**config.mk**
```make
export PLATFORM = sky130hd
export DESIGN_NAME = fp_to_int_converter_flat
export DESIGN_NICKNAME = d
export VERILOG_FILES = /design/src/rtl/fp_to_int_if.sv /design/src/rtl/fp_to_int_converter.sv /design/src/flat_wrapper.sv
export SDC_FILE = /design/constraint.sdc
export NUM_CORES = 1
export LEC_CHECK = 0
export BUFFER_PORTS_ARGS = -buffer_cell sky130_fd_sc_hd__buf_2
export CAP_MARGIN = 40
export CORE_AREA = 2 2 122 124
export CTS_CLUSTER_DIAMETER = 100
export DETAILED_ROUTE_END_ITERATION = 7
export DIE_AREA = 0 0 124 126
export PLACE_DENSITY = 0.7
export SYNTH_ARGS = -nofsm -noshare
export SYNTH_HDL_FRONTEND = slang
export SYNTH_SLANG_ARGS = --single-unit
```
**constraint.sdc**
```tcl
create_clock -name clk_in -period 4.61 [get_ports clk_in]
set_clock_uncertainty 0.1 [all_clocks]
set_input_delay 1.383 -clock clk_in [delete_from_list [all_inputs] [get_ports clk_in]]
set_output_delay 1.383 -clock clk_in [all_outputs]
set_load 0.02 [all_outputs]
```
**src/rtl/fp_to_int_if.sv**
```systemverilog
// Operand/result bundle between a floating-point producer and fp_to_int_converter.
// The master side drives requests; the slave side is the converter.
interface fp_to_int_if #(
  parameter int EXP_WIDTH      = 8,
  parameter int MANTISSA_WIDTH = 23,
  parameter int INT_WIDTH      = 32
);
  logic                                start_in;
  logic [EXP_WIDTH+MANTISSA_WIDTH:0]   fp_in;
  logic                                busy_out;
  logic                                done_out;
  logic signed [INT_WIDTH-1:0]         int_out;
  logic                                overflow_out;
  logic                                underflow_out;

  modport master (
    output start_in, fp_in,
    input  busy_out, done_out, int_out, overflow_out, underflow_out
  );

  modport slave (
    input  start_in, fp_in,
    output busy_out, done_out, int_out, overflow_out, underflow_out
  );
endinterface

```
**src/rtl/fp_to_int_converter.sv**
```systemverilog
// Float (sign, biased exponent, hidden-one mantissa) to signed integer, one shift per cycle.
// Optional macro FP_TO_INT_ROUND_EN selects round-to-nearest-even instead of truncation.
module fp_to_int_converter #(
  parameter int EXP_WIDTH      = 8,
  parameter int MANTISSA_WIDTH = 23,
  parameter int INT_WIDTH      = 32
) (
  input logic        clk_in,
  input logic        rst_in,
  fp_to_int_if.slave bus
);

  localparam int FP_W  = EXP_WIDTH + MANTISSA_WIDTH + 1;
  localparam int MAG_W = (INT_WIDTH > MANTISSA_WIDTH + 1) ? INT_WIDTH : MANTISSA_WIDTH + 1;
  localparam int CNT_W = $clog2(MAG_W + MANTISSA_WIDTH + 2);
  localparam int BIAS  = (1 << (EXP_WIDTH - 1)) - 1;
`ifdef FP_TO_INT_ROUND_EN
  // e = -1 still reaches the shifter so that 0.5 <= |x| < 1 can round up
  localparam int FLUSH_LIM = -1;
  localparam logic [MAG_W-1:0] MAG_LIMIT = {{(MAG_W-1){1'b0}}, 1'b1} << (INT_WIDTH - 1);
`else
  localparam int FLUSH_LIM = 0;
`endif

  typedef enum logic [1:0] {
    IDLE     = 2'd0,
    CLASSIFY = 2'd1,
    SHIFT    = 2'd2,
    FINISH   = 2'd3
  } state_t;

  state_t                   state_r, state_next_s;
  logic [FP_W-1:0]          fp_r;
  logic [MAG_W-1:0]         mag_r;
  logic [CNT_W-1:0]         cnt_r;
  logic                     left_r;
  logic                     sat_r;
  logic                     unf_r;
  logic                     busy_r;
  logic                     done_r;
  logic [INT_WIDTH-1:0]     int_r;
  logic                     ovf_out_r;
  logic                     unf_out_r;
`ifdef FP_TO_INT_ROUND_EN
  logic                     guard_r;
  logic                     sticky_r;
  logic                     norm_r;
  logic                     round_up_s;
`endif

  logic                      sign_s;
  logic [EXP_WIDTH-1:0]      exp_s;
  logic [MANTISSA_WIDTH-1:0] mant_s;
  logic signed [31:0]        e_s;
  logic signed [31:0]        diff_s;
  logic [CNT_W-1:0]          cnt_load_s;
  logic                      cls_zero_s;
  logic                      cls_sat_s;
  logic                      cls_flush_s;
  logic                      cls_norm_s;
  logic [MAG_W-1:0]          mag_fin_s;
  logic [INT_WIDTH-1:0]      mag_int_s;
  logic                      sat_fin_s;
  logic                      unf_fin_s;
  logic [INT_WIDTH-1:0]      result_s;

  assign sign_s     = fp_r[FP_W-1];
  assign exp_s      = fp_r[FP_W-2 -: EXP_WIDTH];
  assign mant_s     = fp_r[MANTISSA_WIDTH-1:0];
  assign e_s        = int'({{(32-EXP_WIDTH){1'b0}}, exp_s}) - BIAS;
  assign diff_s     = e_s - MANTISSA_WIDTH;
  assign cnt_load_s = CNT_W'(diff_s[31] ? -diff_s : diff_s);

  // Operand classification from the latched exponent
  always_comb begin
    cls_zero_s  = 1'b0;
    cls_sat_s   = 1'b0;
    cls_flush_s = 1'b0;
    cls_norm_s  = 1'b0;
    if (exp_s == {EXP_WIDTH{1'b0}}) begin
      cls_zero_s = 1'b1;
    end else if ((exp_s == {EXP_WIDTH{1'b1}}) || (e_s >= $signed(INT_WIDTH - 1))) begin
      cls_sat_s = 1'b1;
    end else if (e_s < $signed(FLUSH_LIM)) begin
      cls_flush_s = 1'b1;
    end else begin
      cls_norm_s = 1'b1;
    end
  end

  // Final magnitude, flags and signed result presented to the FINISH state
  always_comb begin
`ifdef FP_TO_INT_ROUND_EN
    round_up_s = guard_r & (sticky_r | mag_r[0]);
    mag_fin_s  = mag_r + MAG_W'(round_up_s);
    sat_fin_s  = sat_r | (mag_fin_s >= MAG_LIMIT);
    unf_fin_s  = unf_r | (norm_r & (mag_fin_s == {MAG_W{1'b0}}));
`else
    mag_fin_s  = mag_r;
    sat_fin_s  = sat_r;
    unf_fin_s  = unf_r;
`endif
    mag_int_s = mag_fin_s[INT_WIDTH-1:0];
    if (sat_fin_s) begin
      if (sign_s) begin
        result_s = {1'b1, {(INT_WIDTH-1){1'b0}}};
      end else begin
        result_s = {1'b0, {(INT_WIDTH-1){1'b1}}};
      end
    end else if (sign_s) begin
      result_s = -mag_int_s;
    end else begin
      result_s = mag_int_s;
    end
  end

  // State register
  always_ff @(posedge clk_in) begin
    if (rst_in) begin
      state_r <= IDLE;
    end else begin
      state_r <= state_next_s;
    end
  end

  // Next-state logic
  always_comb begin
    state_next_s = state_r;
    case (state_r)
      IDLE: begin
        if (bus.start_in) begin
          state_next_s = CLASSIFY;
        end else begin
          state_next_s = IDLE;
        end
      end
      CLASSIFY: begin
        if (cls_norm_s && (cnt_load_s != {CNT_W{1'b0}})) begin
          state_next_s = SHIFT;
        end else begin
          state_next_s = FINISH;
        end
      end
      SHIFT: begin
        if (cnt_r == CNT_W'(1)) begin
          state_next_s = FINISH;
        end else begin
          state_next_s = SHIFT;
        end
      end
      FINISH:  state_next_s = IDLE;
      default: state_next_s = IDLE;
    endcase
  end

  // Operand capture, denormalising shifter and registered outputs
  always_ff @(posedge clk_in) begin
    if (rst_in) begin
      fp_r      <= {FP_W{1'b0}};
      mag_r     <= {MAG_W{1'b0}};
      cnt_r     <= {CNT_W{1'b0}};
      left_r    <= 1'b0;
      sat_r     <= 1'b0;
      unf_r     <= 1'b0;
      busy_r    <= 1'b0;
      done_r    <= 1'b0;
      int_r     <= {INT_WIDTH{1'b0}};
      ovf_out_r <= 1'b0;
      unf_out_r <= 1'b0;
`ifdef FP_TO_INT_ROUND_EN
      guard_r   <= 1'b0;
      sticky_r  <= 1'b0;
      norm_r    <= 1'b0;
`endif
    end else begin
      busy_r <= (state_next_s != IDLE);
      done_r <= 1'b0;
      case (state_r)
        IDLE: begin
          if (bus.start_in) begin
            fp_r <= bus.fp_in;
          end
        end
        CLASSIFY: begin
          sat_r  <= cls_sat_s;
          unf_r  <= cls_flush_s | (cls_zero_s & (mant_s != {MANTISSA_WIDTH{1'b0}}));
          left_r <= ~diff_s[31];
          cnt_r  <= cls_norm_s ? cnt_load_s : {CNT_W{1'b0}};
          mag_r  <= cls_norm_s ? MAG_W'({1'b1, mant_s}) : {MAG_W{1'b0}};
`ifdef FP_TO_INT_ROUND_EN
          guard_r  <= 1'b0;
          sticky_r <= 1'b0;
          norm_r   <= cls_norm_s;
`endif
        end
        SHIFT: begin
          cnt_r <= cnt_r - CNT_W'(1);
          if (left_r) begin
            mag_r <= mag_r << 1'b1;
          end else begin
            mag_r <= mag_r >> 1'b1;
`ifdef FP_TO_INT_ROUND_EN
            guard_r  <= mag_r[0];
            sticky_r <= sticky_r | guard_r;
`endif
          end
        end
        FINISH: begin
          done_r    <= 1'b1;
          int_r     <= result_s;
          ovf_out_r <= sat_fin_s;
          unf_out_r <= unf_fin_s;
        end
        default: begin
          done_r <= 1'b0;
        end
      endcase
    end
  end

  assign bus.busy_out      = busy_r;
  assign bus.done_out      = done_r;
  assign bus.int_out       = int_r;
  assign bus.overflow_out  = ovf_out_r;
  assign bus.underflow_out = unf_out_r;

endmodule

```
**src/flat_wrapper.sv**
```systemverilog
// flat-port wrapper written by rule: the top's interface ports become plain ports
module fp_to_int_converter_flat 
#(
  parameter int EXP_WIDTH      = 8,
  parameter int MANTISSA_WIDTH = 23,
  parameter int INT_WIDTH      = 32
)
  (clk_in, rst_in, bus_start_in, bus_fp_in, bus_busy_out, bus_done_out, bus_int_out, bus_overflow_out, bus_underflow_out);
  fp_to_int_if #(.EXP_WIDTH(EXP_WIDTH), .MANTISSA_WIDTH(MANTISSA_WIDTH), .INT_WIDTH(INT_WIDTH)) bus_i ();
  input logic clk_in;
  input logic rst_in;
  input wire logic [$bits(bus_i.start_in)-1:0] bus_start_in;
  input wire logic [$bits(bus_i.fp_in)-1:0] bus_fp_in;
  output wire logic [$bits(bus_i.busy_out)-1:0] bus_busy_out;
  output wire logic [$bits(bus_i.done_out)-1:0] bus_done_out;
  output wire logic [$bits(bus_i.int_out)-1:0] bus_int_out;
  output wire logic [$bits(bus_i.overflow_out)-1:0] bus_overflow_out;
  output wire logic [$bits(bus_i.underflow_out)-1:0] bus_underflow_out;
  assign bus_i.start_in = bus_start_in;
  assign bus_i.fp_in = bus_fp_in;
  assign bus_busy_out = bus_i.busy_out;
  assign bus_done_out = bus_i.done_out;
  assign bus_int_out = bus_i.int_out;
  assign bus_overflow_out = bus_i.overflow_out;
  assign bus_underflow_out = bus_i.underflow_out;
  fp_to_int_converter #(.EXP_WIDTH(EXP_WIDTH), .MANTISSA_WIDTH(MANTISSA_WIDTH), .INT_WIDTH(INT_WIDTH)) u_core (.clk_in(clk_in), .rst_in(rst_in), .bus(bus_i));
endmodule
```
# Yosys cells after proc, flatten, opt, wreduce, memory -nomap -nowiden
# Cells that the tools add are included.
# word_totals
latch_bits	0
inputBits	35
output_inout_bits	36
ff_bits	111
memories	0
mem_bits_rw	0
mem_bits_ro	0
wordCells	59
# classes
bitwise_logic	3
add_sub_neg	5
reduce_logical	9
eq_ne	5
order_cmp	2
n_shift	0
n_mul	0
div	0
n_mux	23
# ops
op	n
$mux 32	4
$pmux 32 s2	1
$neg 32->32	1
$mux 24	1
$reduce_bool 23->1	1
$mux 1	13
$mux 6	2
$pmux 6 s2	1
$sub 9x6->10 const B	1
$ge 9x6->1 const B	1
$lt 9x1->1 const B	1
$sub 8x7->9 const B	1
$eq 8x8->1 const B	1
$logic_not 8->1	1
$pmux 2 s4	1
$eq 6x1->1 const B	1
$neg 6->6	1
$reduce_bool 6->1	1
$sub 6x1->6 const B	1
$eq 2x2->1 const B	2
$reduce_bool 2->1	2
$eq 2x1->1 const B	1
$logic_not 2->1	1
$reduce_and 2->1	1
other kinds (5)	5

# Logic depth before layout (Yosys ltp)
# Gate-level depths: netlist (run 1).
# depth
word_depth	9
ltp_mapped	10

# Least setup slack after synthesis (run 1)
# OpenSTA, ideal clock, no wires.
# synth_timing
path_kind	flip-flop to flip-flop
start	register u_core.fp_r[23]
end	register u_core.cnt_r[1]
path_stages_with_launch	11
setup_slack_ns	1.881
setup_time_ns	0.091
required_ns	4.419
arrival_ns	2.538
cell_sequence	dfxtp_1 > clkbuf_1 > inv_1 > ha_1 > nor2b_1 > a31o_2 > a32o_1 > nor2_2 > buf_2 > o21ai_0 > a311oi_1
# synth_between
elab_chain_len	7
# synth_lines
item	line_no	rtl
start, declared	fp_to_int_converter.sv:33	logic [FP_W-1:0] fp_r;
start signal, assigned	fp_to_int_converter.sv:159	fp_r <= {FP_W{1'b0}};
start signal, assigned	fp_to_int_converter.sv:181	fp_r <= bus.fp_in;
branches (longest 5 deep; another with $sub 9x6->10)	--	
$mux 6 (*)	fp_to_int_converter.sv:188	cnt_r <= cls_norm_s ? cnt_load_s : {CNT_W{1'b0}};
$pmux 6 s2 (*)	fp_to_int_converter.sv:178	case (state_r)
end signal, assigned	fp_to_int_converter.sv:161	cnt_r <= {CNT_W{1'b0}};
end signal, assigned	fp_to_int_converter.sv:188	
end signal, assigned	fp_to_int_converter.sv:197	cnt_r <= cnt_r - CNT_W'(1);
end, declared	fp_to_int_converter.sv:35	logic [CNT_W-1:0] cnt_r;
# Every way passes the cells marked *.
# A chain may end at the register's enable or synchronous reset.

# Worst setup path in the final report (run 1)
# Ends and elaborated chain as after synthesis.

==> results of run 1 <==
-- routing by layer --
| metal | track usage | routed length, microns | vias to the layer above |
|---|---|---|---|
| met5 | 0 | 0 | - |
| met4 | 0.0582 | 241 | 0 |
| met3 | 0.0408 | 788 | 18 |
| met2 | 0.296 | 6840 | 161 |
| met1 | 0.296 | 7780 | 2664 |
| li1 | - | - | 2936 |
-- placed cells by master (no fill, tap or decap), types with 10 or more instances in the layout --
master,netlist,routed
xor2_1,10,10
a21oi_1,102,102
nand2b_1,25,25
nor2_1,119,119
nand2_1,82,82
nor4_1,13,13
nor3_1,14,14
mux2i_1,33,33
o21ai_0,22,22
o221ai_1,11,11
a211oi_1,42,42
buf_2,4,69
o211ai_1,11,11
inv_1,15,15
dfxtp_1,111,111
nor2b_1,19,19
-- kinds of logic (layout without fill, tap and decap cells) --
logic type,count (synthesis),count (layout),share of synthesized area
buf+inv,88,110,0.0546
compound gates,231,231,0.232
simple gates,320,320,0.248
fa+ha+maj,11,11,0.0219
flops,111,111,0.354
mux,40,40,0.0652
xor+xnor,17,17,0.0237
-- report_power, final --
group / switching (uW) / leakage, uW / internal (uW)
Sequential: 348 / 0.000905 / 1170
Combinational: 1060 / 0.00144 / 689
Clock: 343 / 0.000120 / 359
Total: 1750 / 0.00247 / 2220
-- layout make-up --
type / count / area, sq um / share of cell area
tap: 184 / 230 / 0.0332
clock inverter: 4 / 25.0 / 0.00360
sequential: 111 / 2220 / 0.320
clock buffer: 10 / 229 / 0.0330
timing repair buffer: 81 / 467 / 0.0672
multi-input combinational: 619 / 3710 / 0.535
inverter: 15 / 56.3 / 0.00811
-- cell usage after synthesis, drive strengths merged, types with 11 or more instances --
cell and number:
nor2 120, dfxtp 111, a21oi 102, nand2 82, clkbuf 60, a211oi 43, mux2i 33, nand2b 25
o21ai 22, nor2b 19, inv 15, nor4 15, nor3 14, buf 13, ha 11, o211ai 11
o221ai 11
-- state kept, by name, summed over array words and instances, names as in the netlist --
name	count
u_core.bus.int_out	32
u_core.fp_r	32
u_core.mag_fin_s	32
u_core.cnt_r	6
u_core.state_r	2
u_core.bus.busy_out	1
u_core.bus.done_out	1
u_core.bus.overflow_out	1
u_core.bus.underflow_out	1
u_core.left_r	1
u_core.sat_fin_s	1
u_core.unf_fin_s	1
-- worst register-to-register path: cells and delay by family, from the launching register on --
kind	cells	cell delay [ns]
AO/OA/AOI/OAI	3	0.75
XOR/XNOR	1	0.52
adder cells (fa/ha/maj)	1	0.42
buffers and inverters	1	0.29
flip-flops	1	0.55
AND/OR/NAND/NOR	3	0.34
-- through the flow --
step                hold WS (ns)  worst slack [ns]  area [sq um]  total power (uW)  std cells
finish                     0.364              1.55          6940              3970       1024
global route               0.392              1.24          6940              4260       1024
CTS                        0.369              1.57          6940              3960       1024
detailed placement         0.358              1.59          6690              3250       1010
global placement           0.353              1.65          6630              3200       1006
floorplan                  0.349              1.88          6270              2830        818
-- worst paths after layout --
kind	slack (ns)	endpoint	start
worst min-delay path	0.36	u_core.bus.int_out[14]	u_core.bus.int_out[14]
worst max-delay path	1.55	u_core.cnt_r[1]	u_core.fp_r[23]
worst max register to register	1.55	u_core.cnt_r[1]	u_core.fp_r[23]
worst min register to register	0.36	u_core.bus.int_out[14]	u_core.bus.int_out[14]
==> flow_summary.yaml, run 1 <==
run_status:
  status: "finished clean"
synth:
  synth_cell_types: 64
  seq_area_frac_synth: 0.354
  ys_ff_latch: 111
  mappedNetlistArea_sq_um: 6270
  synth_area_leaders: "dfxtp_1 (35%), a21oi_1 (8.1%), nor2_1 (7.1%)"
  yosysTopAreaCell: "dfxtp_1"
  syn_area_per_cell_sq_um: 7.67
  synthCells: 818
  synth_warnings: 0
  syn-num-nets: 864
  synth_edf_count: 0
  synth_ff_type: "dfxtp_1"
  synthArstFlopShare: 0
  synth_top_area_share: 0.354
route:
  drt_first_pass_iters: 5
  ant_nets: 0
  wl_per_cell_microns: 15.3
  vias: 5779
  wl_mm: 15.6
  drt_first_iter_violations: 533
  drc: 0
  vias_per_cell: 5.64
global_route:
  track_usage: 0.201
  grt_overflow: 0
  grt_pass1_wl_mm: 25.3
  grt_pass1_vias: 4993
  antenna_found_initial: 0
  grt_max_degree: 83
power_and_ir_drop:
  peakVddDrop_mv: 0.402
  power_density_nw_per_um2: 571
  leakagePower_uw: 0.00247
worst_setup_path:
  start_kind: "flip-flop"
  worst-r2r-cell-count: 9
  cp_slowest_cell: "dfxtp_1"
  worst_ep_required_time_ns: 4.77
  path_cells: "ha_1, nand3_1, xor2_1, nor2b_1, a32o_1, nor2_2, buf_4, o21ai_0, a311oi_1"
  cp-end-kind: "flip-flop"
  timing.critical_path.depth: 9
  crit_arrival_ns: 3.23
  critPathKind: "reg2reg"
  crit_family: "compound AO/OA/AOI/OAI gates"
  slowest_delay_ns: 0.55
  crit_fanout: 28
  crit_buf_inv: 1
final_layout:
  num-nets-final: 883
  antenna_cells: 0
  utilization: 0.485
  drive_above_1_share: 0.139
  syn2layout_area_growth_pct: 10.7
  fillCellCount: 1460
clocking:
  cts_resized: 0
  h-tree-depth: 3
  cts-hold-fix-buffers: 0
  cts_setup_buffers: 0
  clk_root_buffer_cell: "clkbuf_16"
  cts_sinks: 111
  path_clk_slew_ns: 0.07
  numCtsBuffers: 9
  clk_latency_ns: 0.36
  cts_tree: "done"
  clk_path_buf_depth: 2
placement:
  portBuffers: 70
  gp_congestion: 0.919
  hpwl_mm: 10.8
timing:
  period_share: 0.664
  setup_violations: 0
  tightest_slew_ns: 0.847
  hold_viol_final: 0
  slew_headroom: 0.435
  period_needed_ns: 3.06
  maxSlewViolCount: 0
  fmax_mhz: 327
  rsz0062_at_grt: "false"
  tns_ns: 0
hold_path:
  hold_path_depth: 2
  hold_path.class: "reg2reg"
floorplanning:
  start_util: 0.438
  die_w_microns: 124
  die_h_microns: 126
  ios: 71
  core_sq_um: 14300
  design.die.area_sq_um: 15600
  num_rows: 44
run:
  maxCapViolations: 0
Note: power is estimated with default switching activity, not from simulation.
==> run 2, diff against run 1 <==
--- a/config.mk
+++ b/config.mk
@@ -11,7 +11,7 @@
 export CTS_CLUSTER_DIAMETER = 100
 export DETAILED_ROUTE_END_ITERATION = 7
 export DIE_AREA = 0 0 124 126
-export PLACE_DENSITY = 0.7
+export PLACE_DENSITY = 0.72
 export SYNTH_ARGS = -nofsm -noshare
 export SYNTH_HDL_FRONTEND = slang
 export SYNTH_SLANG_ARGS = --single-unit
==> constraint.sdc (replaced) <==
create_clock -name clk_in -period 2.8 [get_ports clk_in]
set_clock_uncertainty 0.1 [all_clocks]
set_input_delay 0.84 -clock clk_in [delete_from_list [all_inputs] [get_ports clk_in]]
set_output_delay 0.84 -clock clk_in [all_outputs]
set_load 0.02 [all_outputs]
==> run 2 against run 1 <==
Compared with the run above:
- sequential share of layout area shrank 1.4 points
- maximum frequency grew 16%
- total power grew 82%
- count of clock-buffer cells in the layout decreased by 1
- non-clock buffer count increased by 22
- cell area increased by 4.4%
- utilization up 2.2 points
- clock power rose by 130%
- global-route usage is 1.8 points higher
- flip-flop and latch count did not move
- largest power group unchanged
- highest routed layer unchanged
==> flow_summary.yaml, run 2 (synthesized netlist as in run 1, its figures left out) <==
placement:
  hpwl_mm: 11.5
  gp_congestion: 0.885
  placed_cells: 1032
  portBuffers: 70
  placed_area_sq_um: 6860
  dp_slack_ns: 0.183
global_route:
  grt_pass1_wl_mm: 27.6
  grt_pass1_vias: 5539
  grt_max_degree: 62
  track_usage: 0.219
  antenna_found_initial: 0
  grt_overflow: 0
clocking:
  path_clk_slew_ns: 0.07
  clk_path_buf_depth: 2
  cts_sinks: 111
  numCtsBuffers: 9
  clk_latency_ns: 0.36
  clk_root_buffer_cell: "clkbuf_16"
  cts_tree: "done"
  h-tree-depth: 3
power_and_ir_drop:
  leakagePower_uw: 0.00263
  peakVddDrop_mv: 0.578
  power_density_nw_per_um2: 995
floorplanning:
  die_w_microns: 124
  core_sq_um: 14300
  start_util: 0.438
  design.die.area_sq_um: 15600
  num_rows: 44
  die_h_microns: 126
  ios: 71
route:
  drc: 0
  route.met3.wl_microns: 781
  drt_first_pass_iters: 5
  met1_length_mm: 7.54
  wl_mm: 16.8
  vias: 5990
  wl_per_cell_microns: 16.0
  topRoutingLayerUsed: "met4"
  ant_nets: 0
  drt_first_iter_violations: 424
  vias_per_cell: 5.72
  met2_wirelength_mm: 7.98
final_layout:
  stdcell_count: 1048
  fillCellCount: 1455
  syn2layout_area_growth_pct: 15.6
  drive_above_1_share: 0.168
  final_common_cell: "nor2_1"
  antenna_cells: 0
  num-nets-final: 905
  layout_common_cells: "nor2_1 (119), dfxtp_1 (111), a21oi_1 (102), nand2_1 (82), buf_2 (69)"
  final_cell_area_sq_um: 7250
timing:
  slew_headroom: 0.440
  maxSlewViolCount: 0
  period_needed_ns: 2.65
  hold_viol_final: 0
  tns_ns: 0
  setup_slack_ns: 0.149
  period_share: 0.947
  fmax_mhz: 377
  rsz0062_at_grt: "true"
  tightest_slew_ns: 0.839
  setup_violations: 0
run:
  maxCapViolations: 0
worst_setup_path:
  cp-end-kind: "flip-flop"
  crit_arrival_ns: 2.83
  critPathKind: "reg2reg"
  start_kind: "flip-flop"
  crit_fanout: 9
  worst_ep_required_time_ns: 2.98
hold_path:
  hold_path.class: "reg2reg"
run_status:
  status: "finished clean"
[run 2: cell type report]
class / count / area, sq um / area share
inverters: 15 / 56.3 / 0.00777
clock inverters: 7 / 144 / 0.0198
multi-input cells: 619 / 3730 / 0.515
repair buffers: 103 / 638 / 0.0880
well taps: 184 / 230 / 0.0318
flip-flops and latches: 111 / 2220 / 0.306
clock buffers: 9 / 225 / 0.0311
[run 2: repair_timing]
item	CTS	global route
endpoints found under the setup margin	0	9
endpoints found under the hold margin	0	0
gates resized for setup	0	6
hold buffers	0	0
setup buffers	0	0
[run 2: per-layer routing]
layer,vias up,track usage
met5,-,0
met4,0,0.0833
met3,34,0.0353
met2,169,0.355
met1,2815,0.293
li1,2972,-
[run 2: critical path: stages, from the launching register on]
cell and delay [ns]:
dfxtp_1 0.40, or3_4 0.41, or4_4 0.48, nor4_4 0.29
nand3_1 0.18, o311ai_1 0.30, o211ai_1 0.15, a211oi_1 0.24
[run 2: final timing paths]
path | from | endpoint | slack (ns) | cells after the start
max | u_core.mag_fin_s[15] | u_core.bus.int_out[28] | 0.15 | 7
min | u_core.bus.int_out[3] | u_core.bus.int_out[3] | 0.37 | 2
max reg2reg | u_core.mag_fin_s[15] | u_core.bus.int_out[28] | 0.15 | 7
min reg2reg | u_core.bus.int_out[3] | u_core.bus.int_out[3] | 0.37 | 2
[run 2: stage by stage]
stage | util | hold slack, ns | total power (uW)
after detailed placement | 0.479 | 0.361 | 5600
after CTS | 0.505 | 0.373 | 7190
final | 0.507 | 0.368 | 7220
after global placement | 0.479 | 0.354 | 5560
after floorplan | - | 0.349 | 4660
after global routing | 0.507 | 0.403 | 7690
[run 2: report_power, final]
group | internal, uW | switching (uW)
clock | 968 | 612
sequential | 1930 | 440
combinational | 1310 | 1970
total | 4200 | 3020
==> run 3, diff against run 2 <==
--- a/config.mk
+++ b/config.mk
@@ -5,13 +5,14 @@
 export SDC_FILE = /design/constraint.sdc
 export NUM_CORES = 1
 export LEC_CHECK = 0
-export BUFFER_PORTS_ARGS = -buffer_cell sky130_fd_sc_hd__buf_2
+export ABC_CLOCK_PERIOD_IN_PS = 3300
+export BUFFER_PORTS_ARGS = -buffer_cell sky130_fd_sc_hd__buf_4
 export CAP_MARGIN = 40
 export CORE_AREA = 2 2 122 124
 export CTS_CLUSTER_DIAMETER = 100
 export DETAILED_ROUTE_END_ITERATION = 7
 export DIE_AREA = 0 0 124 126
-export PLACE_DENSITY = 0.72
+export PLACE_DENSITY = 0.7
 export SYNTH_ARGS = -nofsm -noshare
 export SYNTH_HDL_FRONTEND = slang
 export SYNTH_SLANG_ARGS = --single-unit
==> constraint.sdc (replaced) <==
create_clock -name clk_in -period 3.3 [get_ports clk_in]
set_clock_uncertainty 0.1 [all_clocks]
set_input_delay 0.99 -clock clk_in [delete_from_list [all_inputs] [get_ports clk_in]]
set_output_delay 0.99 -clock clk_in [all_outputs]
set_load 0.02 [all_outputs]
==> run 3 against run 2 <==
Compared with the run above:
- register-to-register slack better by 0.23 ns
- count of clock-buffer cells in the layout grew 2
- critical endpoint is now u_core.cnt_r[1]
- combinational power decreased by 24%
- routed wire length is 7.2% lower
- sequential power down 10%
- final cell count is 2.1% lower
==> flow_summary.yaml, run 3 (synthesized netlist as in run 1, its figures left out) <==
run_status:
  status: "finished clean"
route:
  wl_mm: 15.6
  drt_first_iter_violations: 485
  vias_per_cell: 5.61
  drt_first_pass_iters: 5
  ant_nets: 0
  vias: 5760
  wl_per_cell_microns: 15.2
  drc: 0
clocking:
  h-tree-depth: 3
  clk_latency_ns: 0.36
  cts_resized: 0
  clk_root_buffer_cell: "clkbuf_16"
  cts_tree: "done"
  cts_setup_buffers: 0
  cts-hold-fix-buffers: 0
  cts_sinks: 111
  numCtsBuffers: 9
  clk_path_buf_depth: 2
  path_clk_slew_ns: 0.07
worst_setup_path:
  critPathKind: "reg2reg"
  cp_slowest_cell: "nor3b_1"
  slowest_delay_ns: 0.62
  crit_fanout: 13
  path_cells: "ha_1, and4_1, a41oi_1, nor3b_1, or2_2, a21oi_1, o21ai_0, a311oi_1"
  worst_ep_required_time_ns: 3.42
  crit_buf_inv: 0
  crit_arrival_ns: 3.05
  start_kind: "flip-flop"
  crit_family: "simple AND/OR/NAND/NOR gates"
  cp-end-kind: "flip-flop"
final_layout:
  num-nets-final: 886
  final_common_cell: "nor2_1"
  antenna_cells: 0
  utilization: 0.498
  layout_common_cells: "nor2_1 (119), dfxtp_1 (111), a21oi_1 (102), buf_4 (83), nand2_1 (82)"
  drive_above_1_share: 0.140
  syn2layout_area_growth_pct: 13.7
timing:
  rsz0062_at_grt: "false"
  period_share: 0.886
  hold_viol_final: 0
  fmax_mhz: 342
  slew_headroom: 0.465
  setup_violations: 0
  maxSlewViolCount: 0
  tns_ns: 0
  period_needed_ns: 2.92
  tightest_slew_ns: 0.802
power_and_ir_drop:
  leakagePower_uw: 0.00251
  switching_share: 0.429
  pwr-share-comb: 0.438
  peakVddDrop_mv: 0.327
  seq_power_share: 0.378
  power.internal_uw: 3220
  power_density_nw_per_um2: 790
  p_switching_uw: 2420
  p_clk_frac: 0.184
placement:
  portBuffers: 70
  hpwl_mm: 10.6
  gp_congestion: 0.906
global_route:
  grt-busiest-layer: "met2"
  use_met2: 0.302
  grt_pass1_vias: 5161
  globalRouteMet3Util: 0.0494
  track_usage: 0.204
  grt_max_degree: 68
  grt.met1_usage: 0.298
  antenna_found_initial: 0
  grt_overflow: 0
  grt_pass1_wl_mm: 25.7
floorplanning:
  design.die.area_sq_um: 15600
  ios: 71
  num_rows: 44
  die_h_microns: 126
  die_w_microns: 124
  start_util: 0.438
  core_sq_um: 14300
run:
  maxCapViolations: 0
hold_path:
  hold_path.class: "reg2reg"
-- run 3: worst paths after layout --
check	from	endpoint	slack, ns	cells past startpoint
setup / recovery	u_core.fp_r[23]	u_core.cnt_r[1]	0.38	8
hold / removal	u_core.bus.int_out[14]	u_core.bus.int_out[14]	0.37	2
setup reg to reg	u_core.fp_r[23]	u_core.cnt_r[1]	0.38	8
hold reg to reg	u_core.bus.int_out[14]	u_core.bus.int_out[14]	0.37	2
-- run 3: stage by stage --
stage	area (sq um)	std cells	worst slack [ns]	total power [uW]	hold slack (ns)
floorplan	6270	818	0.571	3950	0.349
global placement	6870	1013	0.481	4550	0.356
detailed placement	6870	1013	0.396	4590	0.360
CTS	7130	1026	0.382	5640	0.371
global route	7130	1026	0.0567	6080	0.391
finish	7130	1026	0.376	5640	0.368
-- run 3: area by class of cell --
cell class | instances | area, sq um
Multi-Input combinational cell | 619 | 3710
Tap cell | 184 | 230
Fill cell | 1430 | 7180
Inverter | 15 | 56.3
Clock inverter | 2 | 35.0
Sequential cell | 111 | 2220
Timing Repair Buffer | 84 | 643
Clock buffer | 11 | 233
-- run 3: routing by layer --
| metal | share of wire | wire length, microns |
|---|---|---|
| met3 | 0.053 | 827 |
| met5 | 0 | 0 |
| met2 | 0.44 | 6810 |
| met1 | 0.50 | 7730 |
| met4 | 0.013 | 201 |
-- run 3: tightest hold or removal path, delay by kind of cell (launching register included) --
family / cells / cell delay, ns
DFF: 1 / 0.31
and+or+nand+nor: 1 / 0.06
AOI/OAI and AO/OA: 1 / 0.05
-- run 3: power groups by stage --
stage                     Clock [uW]  Sequential, uW  Combinational, uW
final                           1030            2130               2470
after CTS                       1060            2110               2470
after global placement             0            2130               2420
after detailed placement           0            2140               2450
after floorplan                    0            1930               2030
after global routing            1120            2180               2780
